===== config.mk =====
export PLATFORM = sky130hd
export DESIGN_NAME = mem_arb
export DESIGN_NICKNAME = d
export VERILOG_FILES = /design/src/rtl/etcpu_mem_pkg.sv /design/src/rtl/mem_arb_prio.sv /design/src/rtl/mem_arb.sv
export SDC_FILE = /design/constraint.sdc
export NUM_CORES = 1
export LEC_CHECK = 0
export ABC_AREA = 1
export CORE_ASPECT_RATIO = 1.75
export CORE_MARGIN = 2
export CORE_UTILIZATION = 35
export DETAILED_ROUTE_END_ITERATION = 16
export PLACE_DENSITY = 0.81
export SLEW_MARGIN = 15
export SYNTH_ARGS = -nofsm -noshare
export SYNTH_HDL_FRONTEND = slang
export SYNTH_SLANG_ARGS = --single-unit

===== constraint.sdc =====
create_clock -name clk -period 2.1 [get_ports clk]
set_input_delay 0.315 -clock clk [delete_from_list [all_inputs] [get_ports clk]]
set_output_delay 0.315 -clock clk [all_outputs]
set_load 0.005 [all_outputs]

===== src/rtl/etcpu_mem_pkg.sv =====
// Shared types and defaults for the fetch/data memory arbiter.
// Holds the FSM state encoding, owner tags and the default widths.
package etcpu_mem_pkg;

    localparam int MEM_AW_DEF     = 32;
    localparam int MEM_DW_DEF     = 32;
    localparam int MEM_STARVE_DEF = 4;

    typedef enum logic [1:0] {
        IDLE = 2'd0,
        REQ  = 2'd1,
        RESP = 2'd2
    } mem_state_e;

    typedef enum logic {
        OWN_IF = 1'b0,
        OWN_DM = 1'b1
    } mem_owner_e;

    // Width of a counter that must be able to hold the value max.
    function automatic int starve_cw(input int max);
        return (max < 1) ? 1 : $clog2(max + 1);
    endfunction

endpackage


===== src/rtl/mem_arb_prio.sv =====
// Priority pick between fetch and data requesters with a fetch starvation guard.
// Data wins by default; fetch is forced through once it has waited STARVE_MAX data wins.
module mem_arb_prio
    import etcpu_mem_pkg::*;
#(
    parameter int  STARVE_MAX = MEM_STARVE_DEF,
    localparam int CW         = starve_cw(STARVE_MAX)
) (
    input  logic          clk,
    input  logic          rst_n,
    input  logic          i_arb,
    input  logic          i_if_req,
    input  logic          i_dm_req,
    output mem_owner_e    o_pick,
    output logic [CW-1:0] o_starve
);

    localparam logic [CW-1:0] MAXV = CW'(STARVE_MAX);

    logic [CW-1:0] r_starve;
    logic          w_fetch_due;

    assign w_fetch_due = (r_starve == MAXV);
    assign o_starve    = r_starve;

    always_comb begin
        o_pick = OWN_IF;
        if (i_dm_req && !(i_if_req && w_fetch_due)) begin
            o_pick = OWN_DM;
        end
    end

    // Only data wins that leave a fetch waiting count toward starvation.
    always_ff @(posedge clk or negedge rst_n) begin
        if (!rst_n) begin
            r_starve <= '0;
        end else if (i_arb) begin
            if (o_pick == OWN_IF || !i_if_req) begin
                r_starve <= '0;
            end else if (!w_fetch_due) begin
                r_starve <= r_starve + 1'b1;
            end
        end
    end

endmodule


===== src/rtl/mem_arb.sv =====
// Shares one memory port between an instruction fetch requester and a data requester.
// One transaction is in flight at a time: arbitrate in IDLE, issue in REQ, collect read data in RESP.
module mem_arb
    import etcpu_mem_pkg::*;
#(
    parameter int  AW         = MEM_AW_DEF,
    parameter int  DW         = MEM_DW_DEF,
    parameter int  STARVE_MAX = MEM_STARVE_DEF,
    localparam int CW         = starve_cw(STARVE_MAX)
) (
    input  logic          clk,
    input  logic          rst_n,
    input  logic          if_req,
    input  logic [AW-1:0] if_addr,
    output logic          if_gnt,
    output logic          if_rvld,
    output logic [DW-1:0] if_rdat,
    input  logic          dm_req,
    input  logic [AW-1:0] dm_addr,
    input  logic          dm_wen,
    input  logic [DW-1:0] dm_wdat,
    output logic          dm_gnt,
    output logic          dm_rvld,
    output logic [DW-1:0] dm_rdat,
    output logic          mem_req,
    output logic [AW-1:0] mem_addr,
    output logic          mem_wen,
    output logic [DW-1:0] mem_wdat,
    input  logic          mem_gnt,
    input  logic          mem_rvld,
    input  logic [DW-1:0] mem_rdat,
    output mem_state_e    o_dbg_state,
    output logic [CW-1:0] o_dbg_starve
);

    // Handshake: a requester raises req with stable addr/data and holds it until its gnt;
    // gnt is the single cycle in which mem_req and mem_gnt are both high. Read data
    // arrives later as a one-cycle rvld on the owner only, and only while in RESP.

    mem_state_e    r_state;
    mem_state_e    w_next;
    mem_owner_e    r_owner;
    logic [AW-1:0] r_addr;
    logic          r_wen;
    logic [DW-1:0] r_wdat;

    mem_owner_e    w_pick;
    logic          w_arb;

    assign w_arb       = (r_state == IDLE) && (if_req || dm_req);
    assign o_dbg_state = r_state;

    mem_arb_prio #(
        .STARVE_MAX (STARVE_MAX)
    ) u_prio (
        .clk      (clk),
        .rst_n    (rst_n),
        .i_arb    (w_arb),
        .i_if_req (if_req),
        .i_dm_req (dm_req),
        .o_pick   (w_pick),
        .o_starve (o_dbg_starve)
    );

    always_ff @(posedge clk or negedge rst_n) begin
        if (!rst_n) begin
            r_state <= IDLE;
        end else begin
            r_state <= w_next;
        end
    end

    always_comb begin
        w_next = r_state;
        case (r_state)
            IDLE: if (w_arb) w_next = REQ;
            REQ: begin
                if (mem_gnt) begin
                    w_next = r_wen ? IDLE : RESP;
                end
            end
            RESP: if (mem_rvld) w_next = IDLE;
            default: w_next = IDLE;
        endcase
    end

    always_comb begin
        mem_req  = 1'b0;
        mem_wen  = 1'b0;
        mem_addr = r_addr;
        mem_wdat = r_wdat;
        if_gnt   = 1'b0;
        dm_gnt   = 1'b0;
        if_rvld  = 1'b0;
        dm_rvld  = 1'b0;
        if_rdat  = '0;
        dm_rdat  = '0;
        case (r_state)
            REQ: begin
                mem_req = 1'b1;
                mem_wen = r_wen;
                if (mem_gnt) begin
                    if_gnt = (r_owner == OWN_IF);
                    dm_gnt = (r_owner == OWN_DM);
                end
            end
            RESP: begin
                if (mem_rvld) begin
                    if (r_owner == OWN_IF) begin
                        if_rvld = 1'b1;
                        if_rdat = mem_rdat;
                    end else begin
                        dm_rvld = 1'b1;
                        dm_rdat = mem_rdat;
                    end
                end
            end
            default: ;
        endcase
    end

    // Fetch transactions are always reads, so their write data is parked at zero.
    always_ff @(posedge clk or negedge rst_n) begin
        if (!rst_n) begin
            r_owner <= OWN_IF;
            r_addr  <= '0;
            r_wen   <= 1'b0;
            r_wdat  <= '0;
        end else if (w_arb) begin
            r_owner <= w_pick;
            if (w_pick == OWN_DM) begin
                r_addr <= dm_addr;
                r_wen  <= dm_wen;
                r_wdat <= dm_wdat;
            end else begin
                r_addr <= if_addr;
                r_wen  <= 1'b0;
                r_wdat <= '0;
            end
        end
    end

endmodule


Yosys cells after proc, flatten, opt, wreduce, memory -nomap -nowiden
Cells that the tools add are included.
{"block": "word_totals", "out_inout_bits": 139, "elab_cells": 55, "input_bits": 135, "regBits": 71}
{"block": "classes", "add_sub_neg": 1, "mux": 29, "reduce_logical": 10, "n_bitwise": 2, "eq_ne": 7}
{"cell": "two-way mux 32 bit", "count": 8}
{"cell": "two-way mux 1 bit", "count": 14}
{"cell": "two-way mux 2 bit", "count": 4}
{"cell": "two-way mux 3 bit", "count": 2}
{"cell": "inequality test 2 bit (second input constant)", "count": 3}
{"cell": "one-hot mux 2 bit (3 select lines)", "count": 1}
{"cell": "adder 3 x 1 -> 3 bit (second input constant)", "count": 1}
{"cell": "equality test 3 bit (second input constant)", "count": 1}
{"cell": "logical AND 1 bit", "count": 3}
{"cell": "AND reduction 3 bit", "count": 1}
{"cell": "equality test 2 x 1 -> 1 bit (second input constant)", "count": 1}
{"cell": "equality test 2 bit (second input constant)", "count": 1}
{"cell": "logical NOT 1 bit", "count": 2}
{"cell": "logical NOT 2 bit", "count": 1}
{"cell": "logical OR 1 bit", "count": 2}
{"cell": "inequality test 2 x 1 -> 1 bit (second input constant)", "count": 1}
{"cell": "NOT 1 bit", "count": 2}
{"cell": "AND reduction 2 bit", "count": 1}

Depth between registers and ports, before layout
Gate-level depths: netlist of the first run.
{"block": "logic_depth", "depth_word": 9, "mapped_depth": 8, "ltp_nobuf": 7}

By module
Synthesis of the first run repeated with hierarchy kept, for this count alone.
{"block": "unflattened", "hier_cells": 548, "area_unflattened_um2": 3784.9}
{"mod": "mem_arb", "seq_area_each_um2": 1701.6, "instances": 1, "area_each_um2": 3590.9, "cells_per_inst": 521}
{"mod": "mem_arb_prio", "seq_area_each_um2": 75.1, "instances": 1, "area_each_um2": 193.9, "cells_per_inst": 27}

Worst setup path before layout of the first run
No wires, ideal clock.
{"block": "synth_path", "path_type": "register -> output", "from": "register r_state[1] (netlist: o_dbg_state[1])", "to": "output dm_rdat[22]", "path_buffers": 1, "t_required_ns": 1.785, "stages_incl_launch_ff": 6, "path_slack_ns": 0.711, "arrival_time_ns": 1.074, "cell_sequence": "dfrtp_1 inv_1 nor2_1 nand3_1 clkbuf_1 nor2_1"}
{"block": "synth_between", "elab_chain_len": 2}
{"element": "start, declared", "line": "mem_arb.sv:40", "text": "mem_state_e r_state;"}
{"element": "start signal, assigned", "line": "mem_arb.sv:69", "text": "r_state <= w_next;"}
{"element": "equality test 2 bit", "line": "mem_arb.sv:98", "text": "case (r_state)"}
{"element": "two-way mux 32 bit", "line": "mem_arb.sv:98"}
{"element": "end, declared", "line": "mem_arb.sv:24", "text": "output logic [DW-1:0] dm_rdat,"}
No other way between the ends.

Final worst setup path of the first run
{"block": "layout_path", "from": "register r_state[0] (netlist: o_dbg_state[0])", "to": "output if_rdat[14]"}
{"block": "layout_between", "elab_chain_len": 2}
{"element": "equality test 2 bit", "line": "mem_arb.sv:98"}
{"element": "two-way mux 32 bit", "line": "mem_arb.sv:98"}
{"element": "end, declared", "line": "mem_arb.sv:17", "text": "output logic [DW-1:0] if_rdat,"}
No other way between the ends.

==> impl_metrics.ini, run 1 <==
[run_status]
run_status = finished clean

[critical_path]
critical_path.max_fanout = 16
crit_type = reg -> out
critical_path.max_stage_delay_ps = 420
timing.critical_path.from_type = flop
worst_path_max_delay_cell = sky130_fd_sc_hd__dfrtp_2
setup_slack_of_the_worst_register_to_register_path_ps = 490
worstPathRequired_ps = 1780
path_common_cell = sky130_fd_sc_hd__buf_4
critPathCaptureType = output port
worstPathCellList = nor2_4 -> nand3_4 -> buf_12 -> buf_4 -> buf_4 -> nor2_1 -> dlymetal6s2s_1
crit_family = buffers and inverters
cp_data_arrival_time_ps = 1700
timing.critical_path.buf_inv = 4

[power_and_ir_drop]
worst_ir_drop_vdd_mv = 0.6938
power.share.switching_pct = 33.50
p_comb_share_pct = 47.2
internal_power_mw = 5.342
total_power_mw = 8.033
power-per-cell-area_nw_per_um2 = 1079
clock_power_share_pct = 22.5
sequential_power_share_pct = 30.3
power.switching_mw = 2.691
power_leakage_nw = 5.013

[floorplan]
fp.coreArea_sq_um = 10700
floorplan.die.width_um = 83.12
ports = 274
starting_density_of_the_core_pct = 35.84
floorplan.die_area_sq_um = 11840
chipHeight_um = 142.5
fp-row-count = 50

[final_layout]
ratio_of_cells_with_drive_above_1_in_the_final_layout_pct = 6.221
finish.net_count = 984
leading_cell_type_in_the_layout_fill_and_taps_excluded = sky130_fd_sc_hd__nand2_1
syn2layout_area_growth_pct = 94.26
n_antenna_cell = 0
most_frequent_cells_in_the_layout = sky130_fd_sc_hd__nand2_1, sky130_fd_sc_hd__clkdlybuf4s50_1, sky130_fd_sc_hd__inv_1

[clocking]
clk_latency_ps = 340
path_clk_slew_ps = 60
cts-root-to-sink-buffers = 2
tritoncts = done
cts_num_sinks = 71
cts_root_buffer = sky130_fd_sc_hd__clkbuf_16
cts-buffers-inserted = 9
clock_tree.htree_level_count = 3

[timing]
final.setup_skew_ps = 8.064
max_clock_freq_mhz = 497.3
timing.hold.ws_ps = 469.3
slew_violations = 0
setup-violations-final = 0
finalWorstSetupSlack_ps = 89.32
tightestPinTransition_ps = 523.4
finalSetupTns_ps = 0
period_needed_ps = 2011
timing.final.crit_share_pct = 95.75
final_hold_viol_count = 0
max_slew_margin_pct = 65.11

[route]
drc = 0
num_vias = 4522
detail-route-antenna-nets = 0
drt-initial-drc-count = 191
route.detailed.vias_per_inst = 4.605
wirelength_routed_mm = 14.81
drt_pass1_iterations = 4
routed_wire_length_per_instance_um = 15.08

[logic_synthesis]
synth_fp_nets = 705
synth_warn = 0
synth_area_in_compound_gates_pct = 0.4243
synth_simple_gate_area_share_pct = 37.53
largest_family_of_logic_cells_by_synthesized_area = simple AND/OR/NAND/NOR gates
synth.yosys.seq_area_share_pct = 46.34
synthDistinctLibCells = 20
yosys.area_share.adder_pct = 0.6527
post_synth.cell_area_avg_sq_um = 6.749
synth.ff_latch_count = 71
mappedNetlistArea_sq_um = 3834
synth_xor_xnor_area_share_pct = 0.2285
postSynthCellCount = 568
synth.area.mux_share_pct = 0

[grt]
met3_usage_pct = 6.439
gr-usage-met1_pct = 24.11
sum_of_overflow_across_all_layers_after_global_routing = 0
global_route_wire_length_before_repair_mm = 21.58
grt_antenna_before_repair = 0
grt_start_max_net_pins = 38
grt_util_met2_pct = 42.32
first_global_vias = 4217
grt_util_all_layers_pct = 23.14
globalRoute.busiestLayer = met2

[placement]
place_ws_ps = -94.27
place_congestion = 0.8419
detailedPlacementHpwl_mm = 10.59
io_buffer_count = 273

[worst_hold_path]
hp-class = in -> reg

[job]
cap_violations = 0
==> per-layer routing <==
layer  share of wire, %  vias up
met5                  0        -
met4                4.0        0
met3                7.6       39
met2                 53      231
met1                 35     2036
li1                   -     2216
==> timing repair <==
action | in CTS | in global routing
setup buffers | 1 | 6
pin swaps | 1 | 3
hold buffers | 1 | 0
cloned | 0 | 2
gates resized for setup | 4 | 78
endpoints found under the hold margin | 36 | 0
endpoints found under the setup margin | 67 | 67
==> worst reg2reg max path: cells and delay by family, from the launching register on <==
family / cells / cell delay (ps)
flip-flops: 1 / 420
AND/OR/NAND/NOR: 4 / 530
buffers and inverters: 4 / 600
==> registers in the layout, summed over array words and instances (netlist names) <==
name	cells
r_wen	1
mem_addr	32
o_dbg_state	2
r_owner	1
mem_wdat	32
u_prio.o_starve	3
==> final timing paths <==
path | from | end | cells past startpoint
worst max register to register | o_dbg_state[0] | mem_wdat[0] | 8
max in group asynchronous | rst_n | mem_wdat[6] | 3
min in group asynchronous | rst_n | mem_addr[19] | 2
worst max-delay path | o_dbg_state[0] | if_rdat[14] | 7
worst min register to register | mem_addr[11] | mem_addr[11] | 2
worst min-delay path | mem_rvld | o_dbg_state[1] | 4
==> kinds of logic after synthesis <==
family,after synthesis
compound gates,3
xor+xnor,1
fa+ha+maj,2
buf+inv,140
flops,71
simple gates,351
==> stage by stage <==
stage	instances	area [sq um]	utilization, %
after detailed placement	956	6768	63.26
after global routing	982	7447	69.61
final	982	7447	69.61
after CTS	974	7141	66.75
after floorplan	568	3834	-
after global placement	956	6768	63.26
==> final cells by class <==
type | instances | area [sq um]
inverter | 111 | 416.7
multi-input combinational | 357 | 1534
tap | 130 | 162.7
clock buffer | 9 | 225.2
clock inverter | 7 | 127.6
sequential | 71 | 1778
fill | 825 | 3251
timing repair buffer | 297 | 3203
==> power groups by stage <==
stage               sequential, mW  combinational (mW)  clock [mW]
finish                        2.43                3.79        1.81
global route                  2.52                4.12        1.90
CTS                           2.43                3.76        1.84
detailed placement            2.44                3.73           0
global placement              2.42                3.66           0
floorplan                     2.48                1.33           0
==> cell usage after synthesis <==
| library cell | number | area [sq um] |
|---|---|---|
| sky130_fd_sc_hd__buf_4 | 1 | 7.510 |
| sky130_fd_sc_hd__nand3_2 | 1 | 10.01 |
| sky130_fd_sc_hd__buf_1 | 2 | 7.510 |
| sky130_fd_sc_hd__xor2_1 | 1 | 8.760 |
| sky130_fd_sc_hd__o21ai_0 | 1 | 5.000 |
| sky130_fd_sc_hd__inv_2 | 1 | 3.750 |
| sky130_fd_sc_hd__inv_1 | 110 | 412.9 |
| sky130_fd_sc_hd__buf_6 | 3 | 33.78 |
| sky130_fd_sc_hd__nand3_1 | 71 | 355.3 |
| sky130_fd_sc_hd__nor3_1 | 2 | 10.01 |
| sky130_fd_sc_hd__o22ai_1 | 1 | 6.260 |
| sky130_fd_sc_hd__dfrtp_1 | 71 | 1777 |
| sky130_fd_sc_hd__nand2_1 | 207 | 777.0 |
| sky130_fd_sc_hd__a21oi_1 | 1 | 5.000 |
| sky130_fd_sc_hd__nor2_1 | 68 | 255.2 |
| sky130_fd_sc_hd__nor2_8 | 1 | 20.02 |
| sky130_fd_sc_hd__nor2_4 | 1 | 11.26 |
| sky130_fd_sc_hd__buf_2 | 13 | 65.06 |
| sky130_fd_sc_hd__clkbuf_1 | 10 | 37.54 |
| sky130_fd_sc_hd__ha_1 | 2 | 25.02 |
No activity file was read; power rests on OpenSTA's default activity.
==> run 2, diff against run 1 <==
Clock period 2.1 ns to 2.5 ns, I/O delays scaled along.
==> impl_metrics.ini, run 2 (synthesis results as in run 1) <==
[run_status]
run_status = finished clean

[power_and_ir_drop]
clock_power_share_pct = 21.0
power-per-cell-area_nw_per_um2 = 916.4
power_leakage_nw = 3.650
p_comb_share_pct = 47.3
worst_ir_drop_vdd_mv = 0.5268
internal_power_mw = 4.282
power.switching_mw = 2.149
total_power_mw = 6.430
power.share.switching_pct = 33.41
sequential_power_share_pct = 31.8

[grt]
grt_start_max_net_pins = 72
gr-usage-met1_pct = 22.60
grt_util_all_layers_pct = 22.78
met3_usage_pct = 6.787
sum_of_overflow_across_all_layers_after_global_routing = 0
globalRoute.busiestLayer = met2
grt_util_met2_pct = 41.77
global_route_wire_length_before_repair_mm = 21.18
grt_antenna_before_repair = 1
first_global_vias = 4162

[critical_path]
critical_path.max_fanout = 4
worst_path_max_delay_cell = sky130_fd_sc_hd__clkdlybuf4s50_1
path_common_cell = sky130_fd_sc_hd__inv_1
critical_path.max_stage_delay_ps = 590
worstPathCellList = inv_1 -> nor2_1 -> inv_1 -> nor3_1 -> clkdlybuf4s50_1
cp_data_arrival_time_ps = 1950
timing.critical_path.from_type = flop
worstPathRequired_ps = 2120
critPathCaptureType = output port
crit_type = reg -> out

[floorplan]
fp.coreArea_sq_um = 10700
floorplan.die_area_sq_um = 11840
floorplan.die.width_um = 83.12
starting_density_of_the_core_pct = 35.84
fp-row-count = 50
chipHeight_um = 142.5
ports = 274

[timing]
period_needed_ps = 2322
max_slew_margin_pct = 39.40
grt_setup_unrepaired = false
final.setup_skew_ps = 6.695
final_hold_viol_count = 0
setup-violations-final = 0
timing.hold.ws_ps = 167.1
tightestPinTransition_ps = 908.9
max_clock_freq_mhz = 430.6
timing.final.crit_share_pct = 92.88
slew_violations = 0
finalSetupTns_ps = 0

[final_layout]
finish.net_count = 973
ratio_of_cells_with_drive_above_1_in_the_final_layout_pct = 3.929
n_antenna_cell = 0
leading_cell_type_in_the_layout_fill_and_taps_excluded = sky130_fd_sc_hd__clkdlybuf4s50_1
finalCoreUtilization_pct = 65.59
number_of_fill_cells = 915
syn2layout_area_growth_pct = 83.03
most_frequent_cells_in_the_layout = sky130_fd_sc_hd__clkdlybuf4s50_1, sky130_fd_sc_hd__nand2_1, sky130_fd_sc_hd__inv_1
final_design_area_no_fill_sq_um = 7017

[route]
routed_wire_length_per_instance_um = 13.82
num_vias = 4353
drt_pass1_iterations = 4
detail-route-antenna-nets = 0
route.detailed.vias_per_inst = 4.488
drc = 0
drt-initial-drc-count = 158
wirelength_routed_mm = 13.41

[clocking]
cts_root_buffer = sky130_fd_sc_hd__clkbuf_16
clk_latency_ps = 330
path_clk_slew_ps = 50
tritoncts = done
cts-buffers-inserted = 9
cts-root-to-sink-buffers = 2
cts_num_sinks = 71
clock_tree.htree_level_count = 3
hold_fix_buffer_count_after_cts = 0

[job]
cap_violations = 0

[placement]
placedInstanceArea_sq_um = 6698
detailedPlacementHpwl_mm = 10.55
place_congestion = 0.8175
io_buffer_count = 273

[worst_hold_path]
hp-class = in -> async
==> run 2: area by class of cell <==
cell class / count / area [sq um] / area share [%]
repair buffers: 286 / 2860 / 40.76
flip-flops and latches: 71 / 1777 / 25.32
multi-input cells: 357 / 1489 / 21.22
inverters: 111 / 416.7 / 5.938
clock buffers: 9 / 225.2 / 3.210
well taps: 130 / 162.7 / 2.318
clock inverters: 6 / 86.33 / 1.230
==> run 2: power groups by stage <==
stage               sequential, mW  clock [mW]  combinational (mW)
floorplan                     2.08           0                1.12
global placement              2.03           0                3.03
detailed placement            2.04           0                3.08
CTS                           2.04        1.37                3.09
global route                  2.12        1.41                3.35
finish                        2.04        1.35                3.04
==> run 2: timing repair <==
| item | 4_1_cts | 5_1_grt |
|---|---|---|
| setup buffers | 0 | 0 |
| setup endpoints to repair | 0 | 16 |
| gates resized for setup | 0 | 2 |
==> run 2: through the flow <==
step	cells	worst slack, ps
4_1_cts	970	128.0
2_1_floorplan	568	1051
6_report	970	177.9
5_1_grt	970	18.08
3_3_place_gp	955	236.2
3_5_place_dp	955	207.0
==> run 2: critical path, delay by kind of cell (launching register included) <==
kind                   cells  cell delay [ps]
buffers and inverters      3              760
AND/OR/NAND/NOR            2              450
flip-flops                 1              410
==> run 2: worst paths after layout <==
| kind | from | end | slack (ps) | cells after the start |
|---|---|---|---|---|
| setup / recovery | o_dbg_state[0] | dm_gnt | 180 | 5 |
| hold / removal | rst_n | mem_addr[10] | 170 | 1 |
| setup reg to reg | u_prio.o_starve[0] | mem_addr[30] | 760 | 8 |
| hold reg to reg | mem_addr[31] | mem_addr[31] | 470 | 2 |
| max in group asynchronous | rst_n | mem_wdat[12] | 1740 | 1 |
| min in group clk | mem_addr[31] | mem_addr[31] | 470 | 2 |
==> run 2: metal layers <==
layer  part of all wire [%]  wire length, um
met3                    6.8              916
met2                     53             7129
met5                  0.097               13
met1                     35             4670
met4                    5.0              676
==> run 3, diff against run 2 <==
Settings changed: SLEW_MARGIN 15 to 10.
==> results of run 3 <==
No change in the layout: final DEF, timing and power equal those of run 2.
